**config.mk**
```make
export PLATFORM = sky130hd
export DESIGN_NAME = uart_reg_bridge
export DESIGN_NICKNAME = d
export VERILOG_FILES = /design/src/rtl/uart_pkg.sv /design/src/rtl/uart_tx_handoff.sv /design/src/rtl/uart_reg_bridge.sv
export SDC_FILE = /design/constraint.sdc
export NUM_CORES = 1
export LEC_CHECK = 0
export CAP_MARGIN = 40
export CORE_ASPECT_RATIO = 1.4
export CORE_MARGIN = 1.5
export CORE_UTILIZATION = 30
export CTS_BUF_LIST = sky130_fd_sc_hd__clkbuf_16
export DETAILED_ROUTE_END_ITERATION = 8
export SLEW_MARGIN = 20
export SYNTH_ARGS = -nofsm -noshare
export SYNTH_HDL_FRONTEND = slang
export SYNTH_HIERARCHICAL = 1
export SYNTH_SLANG_ARGS = --single-unit
```
**constraint.sdc**
```tcl
create_clock -name clkin -period 2.41 [get_ports clkin]
set_clock_uncertainty 0.2 [all_clocks]
set_input_delay 0.241 -clock clkin [delete_from_list [all_inputs] [get_ports clkin]]
set_output_delay 0.241 -clock clkin [all_outputs]
set_load 0.02 [all_outputs]
```
**src/rtl/uart_pkg.sv**
```systemverilog
// Shared definitions for the UART register bridge and host-side models.
// Holds the 3-bit parser state encoding and the default command/response
// byte values (opcodes 'W'/'R', ACK, NAK).
package uart_pkg;

  typedef enum logic [2:0] {
    ST_IDLE     = 3'd0,
    ST_GET_ADDR = 3'd1,
    ST_GET_DATA = 3'd2,
    ST_BUS      = 3'd3,
    ST_RESP     = 3'd4,
    ST_TXWAIT   = 3'd5
  } state_t;

  localparam logic [7:0] OP_WR_DEF = 8'h57;  // 'W'
  localparam logic [7:0] OP_RD_DEF = 8'h52;  // 'R'
  localparam logic [7:0] ACK_DEF   = 8'h06;
  localparam logic [7:0] NAK_DEF   = 8'h15;

  localparam int TIMEOUT_DEF = 250000;

endpackage

```
**src/rtl/uart_tx_handoff.sv**
```systemverilog
// Response hand-off to the UART transmitter.
// Holds the response byte from the moment it is loaded until the next load,
// issues a single start pulse once the transmitter is idle, then tracks the
// transmitter going busy and back to idle before reporting done.
// Ports:
//   clkin, rstnin   clock / async active-low reset
//   load, load_byte capture the response byte (on entry to RESP)
//   in_resp         parser is in RESP (waiting for an idle transmitter)
//   in_txwait       parser is in TXWAIT (frame in flight)
//   txrdyin         transmitter idle flag
//   txdataout       held response byte
//   txstartout      one-cycle transmit request
//   done            transmitter went busy and has returned to idle
module uart_tx_handoff (
  input  logic       clkin,
  input  logic       rstnin,
  input  logic       load,
  input  logic [7:0] load_byte,
  input  logic       in_resp,
  input  logic       in_txwait,
  input  logic       txrdyin,
  output logic [7:0] txdataout,
  output logic       txstartout,
  output logic       done
);

  logic seen_low;

  always_ff @(posedge clkin or negedge rstnin) begin
    if (!rstnin) begin
      txdataout  <= 8'h00;
      txstartout <= 1'b0;
      seen_low   <= 1'b0;
    end else begin
      // Only loaded when entering RESP, so the byte stays put for the frame.
      if (load) txdataout <= load_byte;
      // The parser leaves RESP on the same edge, so this is a single pulse.
      txstartout <= in_resp & txrdyin;
      // The start pulse lands in the first TXWAIT cycle, when the UART may
      // still report idle; require a low before accepting the high.
      seen_low   <= in_txwait & (seen_low | ~txrdyin);
    end
  end

  assign done = in_txwait & seen_low & txrdyin;

endmodule

```
**src/rtl/uart_reg_bridge.sv**
```systemverilog
// UART command responder: decodes 'W' addr data / 'R' addr commands from
// received bytes, performs one register-bus access and sends back a single
// response byte (ACK for writes, read data for reads, NAK for bad opcode or
// framing error). A stalled command is dropped silently after TIMEOUT_CLKS.
// Ports:
//   clkin, rstnin             clock / async active-low reset
//   rxdatain, rxrdyin,rxerrin UART receive side
//   txrdyin, txdataout,
//   txstartout                UART transmit handshake
//   regaddrout, regwdataout,
//   regweout, regreout,
//   regrdatain                internal register bus
//   busyout                   command in progress
module uart_reg_bridge
  import uart_pkg::*;
#(
  parameter int         TIMEOUT_CLKS = TIMEOUT_DEF,
  parameter logic [7:0] OP_WR        = OP_WR_DEF,
  parameter logic [7:0] OP_RD        = OP_RD_DEF,
  parameter logic [7:0] ACK          = ACK_DEF,
  parameter logic [7:0] NAK          = NAK_DEF
) (
  input  logic       clkin,
  input  logic       rstnin,
  input  logic [7:0] rxdatain,
  input  logic       rxrdyin,
  input  logic       rxerrin,
  input  logic       txrdyin,
  output logic [7:0] txdataout,
  output logic       txstartout,
  output logic [7:0] regaddrout,
  output logic [7:0] regwdataout,
  output logic       regweout,
  output logic       regreout,
  input  logic [7:0] regrdatain,
  output logic       busyout
);

  localparam int            CW      = $clog2(TIMEOUT_CLKS + 1);
  localparam logic [CW-1:0] TMO_LIM = CW'(TIMEOUT_CLKS);

  state_t        state, state_nxt;
  logic          is_wr;
  logic          bus_ph;      // read: 0 = strobe cycle, 1 = data cycle
  logic [CW-1:0] tmo_cnt;
  logic          tmo_hit;
  logic          in_get;
  logic          resp_load;
  logic [7:0]    resp_byte;
  logic          in_resp, in_txwait, tx_done;

  assign tmo_hit = (tmo_cnt == TMO_LIM);
  assign in_get  = (state == ST_GET_ADDR) || (state == ST_GET_DATA);

  // State register
  always_ff @(posedge clkin or negedge rstnin) begin
    if (!rstnin) state <= ST_IDLE;
    else         state <= state_nxt;
  end

  // Next state and the response byte to load on entry to RESP
  always_comb begin
    state_nxt = state;
    resp_byte = NAK;
    case (state)
      ST_IDLE: begin
        if (rxrdyin) begin
          if (rxdatain == OP_WR || rxdatain == OP_RD) state_nxt = ST_GET_ADDR;
          else                                        state_nxt = ST_RESP;
        end
      end
      ST_GET_ADDR: begin
        // A received byte beats a simultaneous timeout expiry.
        if (rxerrin)      state_nxt = ST_RESP;
        else if (rxrdyin) state_nxt = is_wr ? ST_GET_DATA : ST_BUS;
        else if (tmo_hit) state_nxt = ST_IDLE;
      end
      ST_GET_DATA: begin
        if (rxerrin)      state_nxt = ST_RESP;
        else if (rxrdyin) state_nxt = ST_BUS;
        else if (tmo_hit) state_nxt = ST_IDLE;
      end
      ST_BUS: begin
        if (is_wr) begin
          state_nxt = ST_RESP;
          resp_byte = ACK;
        end else if (bus_ph) begin
          state_nxt = ST_RESP;
          resp_byte = regrdatain;
        end
      end
      ST_RESP:   if (txrdyin) state_nxt = ST_TXWAIT;
      ST_TXWAIT: if (tx_done) state_nxt = ST_IDLE;
      default:   state_nxt = ST_IDLE;
    endcase
  end

  assign resp_load = (state_nxt == ST_RESP) && (state != ST_RESP);

  // Outputs decoded from state
  always_comb begin
    regweout  = (state == ST_BUS) &  is_wr;
    regreout  = (state == ST_BUS) & ~is_wr & ~bus_ph;
    busyout   = (state != ST_IDLE);
    in_resp   = (state == ST_RESP);
    in_txwait = (state == ST_TXWAIT);
  end

  // Command datapath and inter-byte timeout
  always_ff @(posedge clkin or negedge rstnin) begin
    if (!rstnin) begin
      is_wr       <= 1'b0;
      bus_ph      <= 1'b0;
      regaddrout  <= 8'h00;
      regwdataout <= 8'h00;
      tmo_cnt     <= '0;
    end else begin
      if (state == ST_IDLE && rxrdyin) is_wr <= (rxdatain == OP_WR);
      bus_ph <= (state == ST_BUS) ? ~bus_ph : 1'b0;
      if (state == ST_GET_ADDR && rxrdyin && !rxerrin) regaddrout  <= rxdatain;
      if (state == ST_GET_DATA && rxrdyin && !rxerrin) regwdataout <= rxdatain;
      if (rxrdyin || !in_get) tmo_cnt <= '0;
      else if (!tmo_hit)      tmo_cnt <= tmo_cnt + CW'(1);
    end
  end

  uart_tx_handoff u_tx (
    .clkin      (clkin),
    .rstnin     (rstnin),
    .load       (resp_load),
    .load_byte  (resp_byte),
    .in_resp    (in_resp),
    .in_txwait  (in_txwait),
    .txrdyin    (txrdyin),
    .txdataout  (txdataout),
    .txstartout (txstartout),
    .done       (tx_done)
  );

endmodule

```
; Word-level counts from Yosys, hierarchy flattened
; Cells that the tools add are included.
[op_classes]
n_addsub = 1
eq_ne = 11
muxes = 19
n_bitwise = 11
reduce_logical = 13
[ops]
columns = cell, n
row1 = 18-bit two-way mux, 2
row2 = 3-bit two-way mux, 11
row3 = 8-bit two-way mux, 3
row4 = "18-bit by 1-bit adder with 18-bit output, second input constant", 1
row5 = "18-bit equality test, second input constant", 1
row6 = 3-bit case mux with 6 select lines, 1
row7 = "8-bit by 7-bit equality test with 1-bit output, second input constant", 2
row8 = "3-bit equality test, second input constant", 3
row9 = 1-bit AND, 7
row10 = "3-bit by 2-bit equality test with 1-bit output, second input constant", 2
row11 = 1-bit logical AND, 6
row12 = "3-bit by 1-bit equality test with 1-bit output, second input constant", 1
row13 = 3-bit logical NOT, 1
row14 = 1-bit logical OR, 3
row15 = "3-bit != test, second input constant", 1
row16 = 1-bit inverter, 3
row17 = 3-bit nonzero test, 1
row18 = 1-bit logical NOT, 2
row19 = 1-bit two-way mux, 2
row20 = "2-bit by 1-bit != test with 1-bit output, second input constant", 1
row21 = 1-bit bitwise OR, 1
[totals]
ff_bits = 49
inputBits = 21
output_inout_bits = 28
wordCells = 64

; Logic depth before layout (Yosys ltp)
; Gate-level depths: netlist of run 1.
[logic_depth]
word_depth = 7
ltp_mapped = 10
ltp_nobuf = 8

; By module
; The synthesis of run 1 kept the hierarchy.
[by_module_without_submodules]
columns = mod, n_inst, cells_per_inst, area_each_um2, seq_area_each_um2
row1 = uart_reg_bridge, 1, 207, 2118.3, 975.9
row2 = uart_tx_handoff, 1, 23, 405.4, 250.2

; Worst setup path before layout of run 1
; OpenSTA, ideal clock, no wires.
[synth_path]
path_kind = register -> register
start = reg state[2]
end = reg u_tx.txdataout[0]
setup_ns = 0.125
arrival_time_ns = 1.955
required_time_ns = 2.085
setup_slack_ns = 0.129
path_stages_with_launch = 11
n_path_buf = 2
period_less_slack_ns = 2.281
cell_sequence = dfrtp_1 -> clkbuf_1 -> nand2b_1 -> nor2_1 -> and3_1 -> and2_1 -> o22ai_1 -> a221o_1 -> and4b_1 -> buf_6 -> mux2_4
[synth_between]
elab_chain_len = 7
[synth_rtl]
columns = item, line_no
row1 = start: declaration, uart_reg_bridge.sv:42  ; state_t state, state_nxt;
row2 = start signal: assignment, uart_reg_bridge.sv:58  ; else state <= state_nxt;
row3 = 3-bit equality test, uart_reg_bridge.sv:106  ; in_txwait = (state == ST_TXWAIT);
row4 = named net in_txwait, uart_reg_bridge.sv:50  ; logic in_resp, in_txwait, tx_done;
row5 = 1-bit AND (2 in series), uart_tx_handoff.sv:45  ; assign done = in_txwait & seen_low & txrdyin;
row6 = named net tx_done, uart_reg_bridge.sv:50
row7 = 3-bit two-way mux, uart_reg_bridge.sv:93  ; ST_TXWAIT: if (tx_done) state_nxt = ST_IDLE;
row8 = 3-bit case mux with 6 select lines, uart_reg_bridge.sv:65  ; case (state)
row9 = named net state_nxt[2], uart_reg_bridge.sv:42
row10 = 3-bit equality test, uart_reg_bridge.sv:98  ; assign resp_load = (state_nxt == ST_RESP) && (state != ST_RESP);
row11 = 1-bit logical AND, uart_reg_bridge.sv:98
row12 = named net resp_load, uart_reg_bridge.sv:48  ; logic resp_load;
row13 = end signal: assignment, uart_tx_handoff.sv:36  ; if (load) txdataout <= load_byte;
row14 = end: declaration, uart_tx_handoff.sv:22  ; output logic [7:0] txdataout,
; The timed path passes the listed nets, and every way through them passes these cells.
; A chain may end at the register's enable or synchronous reset.

; Final worst setup path of run 1
[layout_path]
start = reg state[2]
end = out regweout
[layout_between]
elab_chain_len = 2
[layout_rtl]
columns = item, line_no
row1 = 3-bit by 2-bit equality test with 1-bit output, uart_reg_bridge.sv:102  ; regweout = (state == ST_BUS) & is_wr;
row2 = 1-bit AND, uart_reg_bridge.sv:102
row3 = end: declaration, uart_reg_bridge.sv:33  ; output logic regweout,
; No other way between the ends.

==> results of run 1 <==
-- state kept, by name, indices dropped and copies added (netlist names) --
signal,cells
tmo_cnt,18
regwdataout,8
u_tx/seen_low,1
bus_ph,1
u_tx/txdataout,8
state,3
is_wr,1
u_tx/txstartout,1
regaddrout,8
-- kinds of logic (layout without fill, tap and decap cells) --
| group | Yosys count | count (layout) | share of synthesized area [%] |
|---|---|---|---|
| XOR/XNOR | 13 | 13 | 4.51 |
| AND/OR/NAND/NOR | 97 | 97 | 23.4 |
| adder cells (fa/ha/maj) | 2 | 2 | 0.991 |
| AO/OA/AOI/OAI | 27 | 27 | 6.59 |
| multiplexers | 24 | 24 | 11.9 |
| buffers and inverters | 18 | 85 | 4.02 |
| flip-flops | 49 | 49 | 48.6 |
-- synthesized netlist by cell type, types with 2 or more instances --
cell / number
a21oi_1: 11
and2_1: 8
and3_1: 3
and4_4: 2
clkbuf_1: 4
clkbuf_8: 2
dfrtp_1: 49
ha_1: 2
inv_1: 8
mux2_2: 16
mux2_4: 8
nand2_1: 7
nand2b_1: 6
nand3_1: 12
nand3b_1: 2
nand4_1: 8
nor2_1: 18
nor2b_1: 5
nor3_1: 4
nor3b_1: 2
nor4_1: 4
nor4b_1: 3
nor4bb_1: 3
o211ai_1: 2
o21ai_0: 6
o31ai_1: 2
or4_1: 2
xnor2_1: 7
xor2_1: 6
-- worst max-delay path, cell delays in order, from the launching register on --
cell and delay (ns):
dfrtp_1 0.38, buf_4 0.16, and3b_1 0.26, and2_1 0.14, clkdlybuf4s50_1 0.60
-- worst max path at each step --
stage	end	slack [ns]	from
2_1_floorplan	u_tx/txdataout[0]	0.13	state[2]
3_3_place_gp	u_tx/txdataout[7]	-0.25	rxdatain[4]
3_5_place_dp	u_tx/txdataout[2]	-0.29	rxdatain[4]
4_1_cts	busyout	0.05	state[0]
5_1_grt	u_tx/txdataout[5]	0.05	state[1]
6_report	regweout	0.14	state[2]
-- layout make-up --
class / instances / area (µm²)
well taps: 102 / 128
multi-input cells: 163 / 1200
inverters: 8 / 30.0
flip-flops and latches: 49 / 1230
fillers: 766 / 4780
clock inverters: 3 / 21.3
repair buffers: 69 / 634
clock buffers: 5 / 125
-- power groups by stage --
| stage | logic (mW) | registers, mW | clock network, mW |
|---|---|---|---|
| 2_1_floorplan | 0.411 | 1.13 | 0 |
| 5_1_grt | 0.957 | 1.02 | 0.759 |
| 6_report | 0.889 | 1.01 | 0.693 |
| 4_1_cts | 0.887 | 1.01 | 0.728 |
| 3_5_place_dp | 0.882 | 1.03 | 0 |
| 3_3_place_gp | 0.874 | 1.02 | 0 |
-- metrics by stage --
step / std cells / TNS [ns] / hold slack (ns) / utilization, % / area (µm²)
floorplan: 230 / 0 / -0.255 / - / 2520
global placement: 390 / -1.96 / 0.0386 / 39.3 / 3210
detailed placement: 390 / -2.27 / 0.0484 / 39.3 / 3210
CTS: 399 / 0 / 0.266 / 41.3 / 3360
global route: 399 / 0 / 0.318 / 41.3 / 3370
finish: 399 / 0 / 0.248 / 41.3 / 3370
-- routing by layer --
layer / GRT usage (%) / vias up / share of wire (%)
met5: 0 / - / 0
met4: 4.83 / 0 / 1.8
met3: 2.46 / 6 / 2.7
met2: 23.4 / 30 / 53
met1: 15.2 / 949 / 43
li1: - / 954 / -
-- repair_timing --
item | CTS | global route
gates resized for setup | 2 | 2
setup endpoints to repair | 9 | 9
hold buffers | 1 | 0
endpoints found under the hold margin | 20 | 0
==> flow_metrics.py, run 1 <==
metrics = {
    "run_status": {
        "status": "complete, no violations",
    },
    "cells_and_area": {
        "drive_gt1_share_pct": 20.5,
        "fin_nets": 319,
        "layout_common_cells": "dfrtp_1 (49), clkdlybuf4s50_1 (46), buf_4 (20), nor2_1 (18), mux2_2 (16)",
        "final_common_cell": "dfrtp_1",
        "diodes": 0,
        "area_growth_pct": 33.5,
    },
    "yosys": {
        "synth-seq-cells": 49,
        "synth_warnings": 6,
        "synth.area.top_cells": "dfrtp_1 (49%), mux2_2 (7.1%), mux2_4 (4.8%)",
        "seq_area_frac_synth_pct": 48.6,
        "synth_nets": 253,
        "synth_flop_cell": "dfrtp_1",
        "synth_top_area_share_pct": 48.6,
        "netlist_instances": 230,
        "synth_cell_types": 47,
        "yosys.area.top_type": "dfrtp_1",
        "syn_area_um2": 2520,
        "syn_avg_cell_area_um2": 11.0,
        "async_flop_share_pct": 100,
        "synth_edf_count": 0,
    },
    "clock_network": {
        "cts-root-buf": "clkbuf_16",
        "numCtsBuffers": 5,
        "clockBufferDepth": 2,
        "path_clk_slew_ns": 0.07,
        "clkSinkCount": 49,
        "insertion_delay_ns": 0.29,
        "cts_setup_buffers": 0,
        "cts_tree": "yes",
        "cts_max_level": 2,
    },
    "timing": {
        "rsz0062_at_grt": "no",
        "worst_pin_slew_ns": 0.501,
        "hold_viol_final": 0,
        "drv_slew": 0,
        "fin_crit_ns": 2.27,
        "worst_slack_ns": 0.143,
        "slew_headroom_pct": 66.6,
        "fin_crit_sh_pct": 94.1,
        "max_freq_mhz": 441,
        "setup_viol": 0,
    },
    "place": {
        "hpwlAfterDp_um": 4110,
        "io_buffers": 48,
        "gp_congestion": 0.791,
        "place_ws_ns": -0.288,
    },
    "worst_setup_path": {
        "startpoint_type": "flip-flop",
        "crit_type": "flip-flop to output port",
        "end_kind": "output port",
        "regToRegStartpoint": "state[1]",
        "crit_arrival_ns": 1.83,
        "rrSetupSlack_ns": 0.15,
        "required_ns": 1.97,
        "r2r_cells": 8,
        "r2r_end": "u_tx/txdataout[5]",
        "crit_fanout": 9,
    },
    "power": {
        "clockPowerShare_pct": 26.8,
        "power.total_mw": 2.59,
        "p_sw_share_pct": 30.8,
        "pwr-share-seq_pct": 38.9,
        "comb_power_share_pct": 34.3,
        "switchingPower_mw": 0.797,
        "p_int_mw": 1.79,
        "p_leak_nw": 1.41,
        "ir_worst_vdd_v": 0.000525,
        "power_density_nw_per_um2": 769,
    },
    "floorplanning": {
        "top_level_ports": 49,
        "dieArea_um2": 8980,
        "start_util_pct": 31.0,
        "die_h_um": 112,
        "die_x_um": 80.5,
        "core_area_um2": 8150,
        "core.rowCount": 39,
    },
    "job": {
        "drv_cap": 0,
    },
    "global_route": {
        "grt_max_degree": 23,
        "grt_util_all_layers_pct": 13.1,
        "overflow": 0,
        "grt_antenna_before_repair": 0,
        "grt_pass1_vias": 1982,
        "grt_pass1_wl_um": 9320,
    },
    "min_path": {
        "hold_class": "input pin to asynchronous set/reset pin",
    },
    "drt": {
        "drt-initial-drc-count": 101,
        "postRouteWirelength_um": 5480,
        "via_per_inst": 4.86,
        "drt_first_pass_iters": 4,
        "drc": 0,
        "via_count": 1939,
        "avgRoutedWirePerCell_um": 13.7,
        "ant_nets": 0,
    },
}
Power figures use the tool's default switching activity.
==> run 2, diff against run 1 <==
--- a/config.mk
+++ b/config.mk
@@ -11,6 +11,7 @@
 export CORE_UTILIZATION = 30
 export CTS_BUF_LIST = sky130_fd_sc_hd__clkbuf_16
 export DETAILED_ROUTE_END_ITERATION = 8
+export GPL_TIMING_DRIVEN = 1
 export SLEW_MARGIN = 20
 export SYNTH_ARGS = -nofsm -noshare
 export SYNTH_HDL_FRONTEND = slang
==> results of run 2 <==
Same layout as run 1: the final DEF is identical, and so are final timing and power.
==> run 3, diff against run 2 <==
--- a/config.mk
+++ b/config.mk
@@ -11,7 +11,7 @@
 export CORE_UTILIZATION = 30
 export CTS_BUF_LIST = sky130_fd_sc_hd__clkbuf_16
 export DETAILED_ROUTE_END_ITERATION = 8
-export GPL_TIMING_DRIVEN = 1
+export GPL_TIMING_DRIVEN = 0
 export SLEW_MARGIN = 20
 export SYNTH_ARGS = -nofsm -noshare
 export SYNTH_HDL_FRONTEND = slang
==> run 3 against run 2 <==
  * Clock power rose by 2%
  * Sequential power is essentially flat
  * First-iteration DRC count grew 15%
  * Hold slack worse by 0.064 ns
  * Global-route usage up 0.088 points
  * Fmax decreased by 1.7%
  * Combinational power down 0.9%
  * Count of clock-buffer cells in the layout unchanged
  * Core utilization is 0.61 points lower
  * Critical path depth unchanged
  * Die area unchanged
  * Sequential cell count stayed put
==> flow_metrics.py, run 3 (synthesized netlist as in run 1, its figures left out) <==
metrics = {
    "worst_setup_path": {
        "required_ns": 1.97,
        "worstPathCellList": "and3b_1 -> nand2_1 -> inv_1 -> clkdlybuf4s50_1",
        "crit_type": "flip-flop to output port",
        "end_kind": "output port",
        "slowest_delay_ns": 0.61,
        "crit_arrival_ns": 1.87,
        "startpoint_type": "flip-flop",
        "slowest_stage": "clkdlybuf4s50_1",
        "crit_fanout": 7,
    },
    "cells_and_area": {
        "largest-register": "tmo_cnt",
        "largest_reg_flops": 18,
        "drive_gt1_share_pct": 17.7,
        "fin_nets": 310,
        "diodes": 0,
        "final_cell_count_no_fill": 390,
        "area_growth_pct": 31.5,
        "final_core_util_pct": 40.7,
        "postLayoutCellArea_um2": 3320,
        "layout_common_cells": "dfrtp_1 (48), clkdlybuf4s50_1 (46), nor2_1 (18), mux2_2 (16), nand3_1 (12)",
        "final_common_cell": "dfrtp_1",
    },
    "timing": {
        "worst_pin_slew_ns": 0.624,
        "timing.hold.ws_ns": 0.184,
        "fin_crit_sh_pct": 95.7,
        "slew_headroom_pct": 58.4,
        "fin_crit_ns": 2.31,
        "rsz0062_at_grt": "no",
        "fin_tns_setup_ns": 0,
        "max_freq_mhz": 434,
        "hold_viol_final": 0,
        "worst_slack_ns": 0.104,
        "setup_viol": 0,
        "drv_slew": 0,
    },
    "power": {
        "p_leak_nw": 1.36,
        "clockPowerShare_pct": 27.1,
        "p_sw_share_pct": 31.3,
        "p_int_mw": 1.79,
        "switchingPower_mw": 0.813,
        "power_density_nw_per_um2": 783,
        "power.total_mw": 2.60,
        "comb_power_share_pct": 33.9,
        "ir_worst_vdd_v": 0.000362,
        "pwr-share-seq_pct": 39.0,
    },
    "global_route": {
        "grt_max_degree": 50,
        "grt_pass1_vias": 1948,
        "grt_pass1_wl_um": 9270,
        "grt_antenna_before_repair": 0,
        "overflow": 0,
        "grt_util_all_layers_pct": 13.2,
    },
    "drt": {
        "postRouteWirelength_um": 5460,
        "via_per_inst": 4.86,
        "avgRoutedWirePerCell_um": 14.0,
        "drt_first_pass_iters": 4,
        "drc": 0,
        "ant_nets": 0,
        "via_count": 1897,
        "drt-initial-drc-count": 116,
    },
    "floorplanning": {
        "dieArea_um2": 8980,
        "die_x_um": 80.5,
        "start_util_pct": 31.0,
        "die_h_um": 112,
        "top_level_ports": 49,
        "core_area_um2": 8150,
        "core.rowCount": 39,
    },
    "place": {
        "place_ws_ns": -0.332,
        "hpwlAfterDp_um": 3880,
        "placed_cells": 379,
        "io_buffers": 47,
        "gp_congestion": 0.774,
        "dpl-instance-area_um2": 3120,
    },
    "clock_network": {
        "path_clk_slew_ns": 0.07,
        "clockBufferDepth": 2,
        "insertion_delay_ns": 0.29,
        "cts_tree": "yes",
        "cts-root-buf": "clkbuf_16",
        "clkSinkCount": 49,
        "numCtsBuffers": 5,
        "cts_max_level": 2,
    },
    "min_path": {
        "hold_class": "input pin to flip-flop",
    },
    "run_status": {
        "status": "complete, no violations",
    },
    "job": {
        "drv_cap": 0,
    },
}
==> run 3: cell type report <==
type                       count  area [µm²]
multi-input combinational    163        1220
tap                          102         128
clock inverter                 3        20.0
sequential                    49        1230
inverter                       8        30.0
fill                         786        4830
clock buffer                   5         125
timing repair buffer          51         500
buffer                         9        70.1
==> run 3: path summary, 6_finish.rpt <==
path	from	end	slack, ns	cells past startpoint
worst max-delay path	state[2]	regreout	0.10	4
worst min-delay path	rxrdyin	is_wr	0.18	3
worst max register to register	state[1]	u_tx/txdataout[7]	0.11	9
worst min register to register	regaddrout[3]	regaddrout[3]	0.31	1
max in group asynchronous	rstnin	state[2]	1.26	2
min in group asynchronous	rstnin	regaddrout[6]	0.31	2
==> run 3: what timing repair did <==
item                                   CTS  global route
setup buffers                            2             1
endpoints found under the hold margin   49             0
pin swaps                                0             1
resized for setup                        1             5
setup endpoints to repair                9             8
hold buffers                             1             0
==> run 3: power by group through the flow <==
stage / clock (mW) / combinational, mW / sequential, mW
after detailed placement: 0 / 0.867 / 1.02
after CTS: 0.735 / 0.863 / 1.01
after global placement: 0 / 0.858 / 1.01
final: 0.705 / 0.881 / 1.01
after floorplan: 0 / 0.411 / 1.13
after global routing: 0.755 / 0.949 / 1.03
==> run 3: critical path: cells and delay by family (launching register included) <==
family,cells,cell delay (ns)
and+or+nand+nor,2,0.42
DFF,1,0.46
buffers and inverters,2,0.69
==> run 3: layer usage <==
metal / GRT usage [%] / share of wire (%) / vias to the layer above
met5: 0 / 0 / -
met4: 5.86 / 2.0 / 0
met3: 2.30 / 2.8 / 6
met2: 22.5 / 53 / 29
met1: 15.9 / 43 / 929
li1: - / - / 933
==> RTL change 1 (config.mk and constraints of run 3) <==
Put a register stage on the output `txdataout`, without a reset. The value now appears one clock later. The other outputs are not delayed to match.
--- a/src/rtl/uart_reg_bridge.sv
+++ b/src/rtl/uart_reg_bridge.sv
@@ -38,6 +38,8 @@
 
   localparam int            CW      = $clog2(TIMEOUT_CLKS + 1);
   localparam logic [CW-1:0] TMO_LIM = CW'(TIMEOUT_CLKS);
+
+  logic [7:0] txdataout_d;
 
   state_t        state, state_nxt;
   logic          is_wr;
@@ -132,10 +134,14 @@
     .in_resp    (in_resp),
     .in_txwait  (in_txwait),
     .txrdyin    (txrdyin),
-    .txdataout  (txdataout),
+    .txdataout  (txdataout_d),
     .txstartout (txstartout),
     .done       (tx_done)
   );
 
+  always_ff @(posedge clkin) begin
+    txdataout <= txdataout_d;
+  end
+
 endmodule
 
Behaviour: not the same (a bounded check fails within 4 cycles, from zero or initial values and one cycle with rstnin low).
==> RTL change 1 against run 3 <==
  * Final area grew 8.4%
  * Total power grew 32%
  * Sequential cell count grew 8
  * Die area grew 3.8%
  * Sequential share of layout area grew 1.6 points
  * Via count shrank 0.16%
  * Hold slack lost 0.013 ns
  * Routed wire length grew 1.1%
  * Synthesized area grew 4.0%
  * Utilization grew 1.3 points
  * Setup slack lost 0.039 ns
==> RTL change 1: results (changes against run 3) <==
- Post-synth top cells: 49 x dfrtp_1, 17 x nor2_1, 16 x mux2_2
- DRT Pass-1 Iters: 4 (unchanged)
- Xor and xnor fraction of the mapped netlist area: 0.04340 (-0.001721)
- # diodes: 0 (unchanged)
- Worst-Margin Slew: 0.6275 ns (+0.003273 ns)
- Vias/cell: 4.759 (-2.2%)
- Gpl congestion: 0.7207 (-6.9%)
- Max incr delay on CP: 0.60 ns
- Clk_lat worst skew: 0.33 ns (+0.04 ns)
- Clock-pin slew on the worst setup and hold paths: 0.05 ns (-0.02 ns)
- Maximum fanout along the worst path: 8 (+1)
- Synth Area in Compound Gates: 0.05866 (-0.007284)
- Buffers on Ports: 47 (unchanged)
- Routed WL: 5.519 mm (+1.1%)
- Most flops, register: tmo_cnt
- Area post-placement: 3223 sq um (+3.3%)
- Synth Area in Adders: 0.009537 (-0.0003783)
- Drt first-iter violations: 105 (-9.5%)
- Status: finished, final reports clean
- Leakage: 1.505 nW (+11%)
- Gr usage total: 0.1377 (+0.005860)
- Count of different cell masters after synthesis: 50 (+6.4%)
- Hold Crit Class: reg2reg
- Max rail drop VDD: 0.0005720 V (+58%)
- Crit-path slowest cell: clkdlybuf4s50_1
- Nets: 311 (+0.32%)
- Root buf cell: clkbuf_16
- Max FFs per register: 18 (unchanged)
- Initial antenna violation count: 0 (unchanged)
- Multiplexer area fraction after synthesis: 0.1144 (-0.004539)
- Synth async-reset ratio: 0.8596 (-0.1404)
- Area contributors post-synth: dfrtp_1 47%, mux2_2 6.9%, dfxtp_1 6.1%, mux2_4 4.6%, xor2_1 3.0%
- Share of cells above drive strength 1: 0.2253 (+0.04817)
- Top Family by Delay on Critical Path: buffers and inverters
- Vias in the first global route: 1,943 (-0.26%)
- First-pass GRT wire length: 9.522 mm (+2.7%)
- Largest net degree at the start of global routing: 50 (unchanged)
- Place WS: -0.1493 ns (+0.1822 ns)
- Max Buffers Root-to-Sink: 2 (unchanged)
- Post-synth net total: 249 (-1.6%)
- Sequential cell area fraction in the yosys report: 0.5284 (+0.04250)
- Syn. warnings: 6 (unchanged)
- Total CTS buffers: 9 (+4)
- Dpl hpwl: 3.761 mm (-3.0%)
- H-tree depth: 3 (+1)
-- RTL change 1: metal layers --
metal / global-route usage / routed length (microns) / up-vias / part of all wire
li1: - / - / 927 / -
met1: 0.1609 / 2314 / 916 / 0.42
met2: 0.2169 / 2801 / 39 / 0.51
met3: 0.03920 / 211 / 12 / 0.038
met4: 0.08814 / 191 / 0 / 0.035
met5: 0 / 0 / - / 0
-- RTL change 1: through the flow --
stage                     setup TNS [ns]  std cells
after detailed placement          -1.172        378
after global routing                   0        398
after global placement            -31.33        378
final                                  0        398
after CTS                              0        396
after floorplan                        0        226
-- RTL change 1: area by class of cell --
type	instances	area (sq um)
Sequential cell	57	1389
Timing Repair Buffer	52	508.0
Inverter	9	33.78
Multi-Input combinational cell	154	1166
Tap cell	105	131.4
Buffer	5	51.30
Fill cell	802	4959
Clock buffer	9	225.2
Clock inverter	7	95.09
-- RTL change 1: what timing repair did --
item / in CTS / in global routing
pin swaps: 1 / 3
setup endpoints to repair: 8 / 8
hold endpoints to repair: 49 / 0
cloned: 0 / 0
gates resized for setup: 1 / 6
setup buffers: 2 / 2
hold buffers: 1 / 0
-- RTL change 1: worst paths after layout --
check | slack [ns] | endpoint | startpoint | depth (start not counted)
max | 0.07 | regreout | state[2] | 4
min | 0.17 | txdataout[6] | u_tx/txdataout[6] | 0
max reg2reg | 0.13 | u_tx/txdataout[4] | state[0] | 10
min reg2reg | 0.17 | txdataout[6] | u_tx/txdataout[6] | 0
max in group asynchronous | 1.27 | state[1] | rstnin | 2
min in group asynchronous | 0.28 | u_tx/txstartout | rstnin | 2
-- RTL change 1: power by group --
part / internal (mW) / leakage (nW) / switching (mW)
logic: 0.482 / 0.650 / 0.441
clock network: 0.901 / 0.145 / 0.457
registers: 1.08 / 0.709 / 0.0784
==> RTL change 2 (flow settings as in run 3) <==
Made on the original files. The package constant `TIMEOUT_DEF` goes from 250000 to 500000.
--- a/src/rtl/uart_pkg.sv
+++ b/src/rtl/uart_pkg.sv
@@ -17,7 +17,7 @@
   localparam logic [7:0] ACK_DEF   = 8'h06;
   localparam logic [7:0] NAK_DEF   = 8'h15;
 
-  localparam int TIMEOUT_DEF = 250000;
+  localparam int TIMEOUT_DEF = 500000;
 
 endpackage
 
Check against the original RTL: same outputs for any inputs over 10 cycles, from zero or initial values and one cycle with rstnin low; that may be too few to reach the edited logic, so the function may still have changed.
==> RTL change 2 against run 3 <==
  * Synthesized cell count decreased by 3.5%
  * Combinational power increased by 6.4%
  * Count of clock-buffer cells in the layout stayed put
  * Sequential cell count grew 1
  * Setup slack lost 0.032 ns
  * Utilization up 1.7 points
  * Largest power group unchanged
  * Sequential share of layout area up 0.65 points
  * Total power up 6.6%
  * Routed wire length is 2.9% lower
  * Synthesized area down 2.8%
  * Final area up 0.38%
  * Cell count decreased by 1.5%
==> RTL change 2: results (changes against run 3) <==
- Status: finished, final reports clean
- Post-synth top cells: 50 x dfrtp_1, 16 x mux2_2, 13 x nor2_1, 13 x o21ai_0, 12 x a21oi_1
- Worst setup path start: state[1]
- Largest net degree at the start of global routing: 51 (+2.0%)
- DR WL met3: 195 microns (+27%)
- Met1 usage: 0.1457 (-0.01375)
- Area contributors post-synth: dfrtp_1 51%, mux2_2 7.3%, mux2_4 4.9%, o21ai_0 2.7%, xnor2_1 2.5%
- Fillers: 741 (-5.7%)
- Gr usage total: 0.1291 (-0.002711)
- Hold slack: 0.2111 ns (+0.02704 ns)
- Met2 WL: 2.752 mm (-4.0%)
- Routed WL: 5.302 mm (-2.9%)
- Vias/cell: 4.906 (+0.87%)
- Drt first-iter violations: 119 (+2.6%)
- Switching pwr: 814.4 uW (+0.19%)
- Pwr Total: 2.770 mW (+6.6%)
- Max rail drop VDD: 0.0004910 V (+36%)
- CP arrival: 2.32 ns (+0.45 ns)
- Area post-placement: 3047 sq um (-2.3%)
- First-pass GRT wire length: 8.756 mm (-5.6%)
- DRT Pass-1 Iters: 5 (+1)
- Post-synth net total: 245 (-3.2%)
- Combinational power share: 0.338 (about the same)
- Worst R2R Setup Slack: 0.07 ns (-0.04 ns)
- M3 GR Usage: 0.03045 (+0.007502)
- Top Family by Delay on Critical Path: simple AND/OR/NAND/NOR gates
==> RTL change 2: logic make-up (layout without fill, tap and decap cells) <==
kind of cell    Yosys count  in the layout  share of synthesized area
flops                    50             50                     0.5099
fa+ha+maj                 2              2                    0.01020
compound gates           33             33                    0.07905
buf+inv                  15             77                    0.02651
xor+xnor                 11             11                    0.03926
mux                      24             24                     0.1224
simple gates             87             87                     0.2127
==> RTL change 2: final cells by class <==
cell class,instances,area [sq um],share of cell area
Sequential cell,50,1254,0.3763
Multi-Input combinational cell,157,1182,0.3549
Buffer,6,38.79,0.01164
Timing Repair Buffer,56,538.0,0.1615
Clock inverter,2,38.79,0.01164
Tap cell,100,125.1,0.03755
Inverter,8,30.03,0.009012
Clock buffer,5,125.1,0.03755
==> RTL change 2: per-stage QoR <==
| stage | setup slack, ns | std cells |
|---|---|---|
| global placement | -0.7047 | 369 |
| CTS | 0.002673 | 378 |
| floorplan | 0.02252 | 222 |
| finish | 0.07193 | 384 |
| global route | 0.004710 | 384 |
| detailed placement | -0.4517 | 369 |
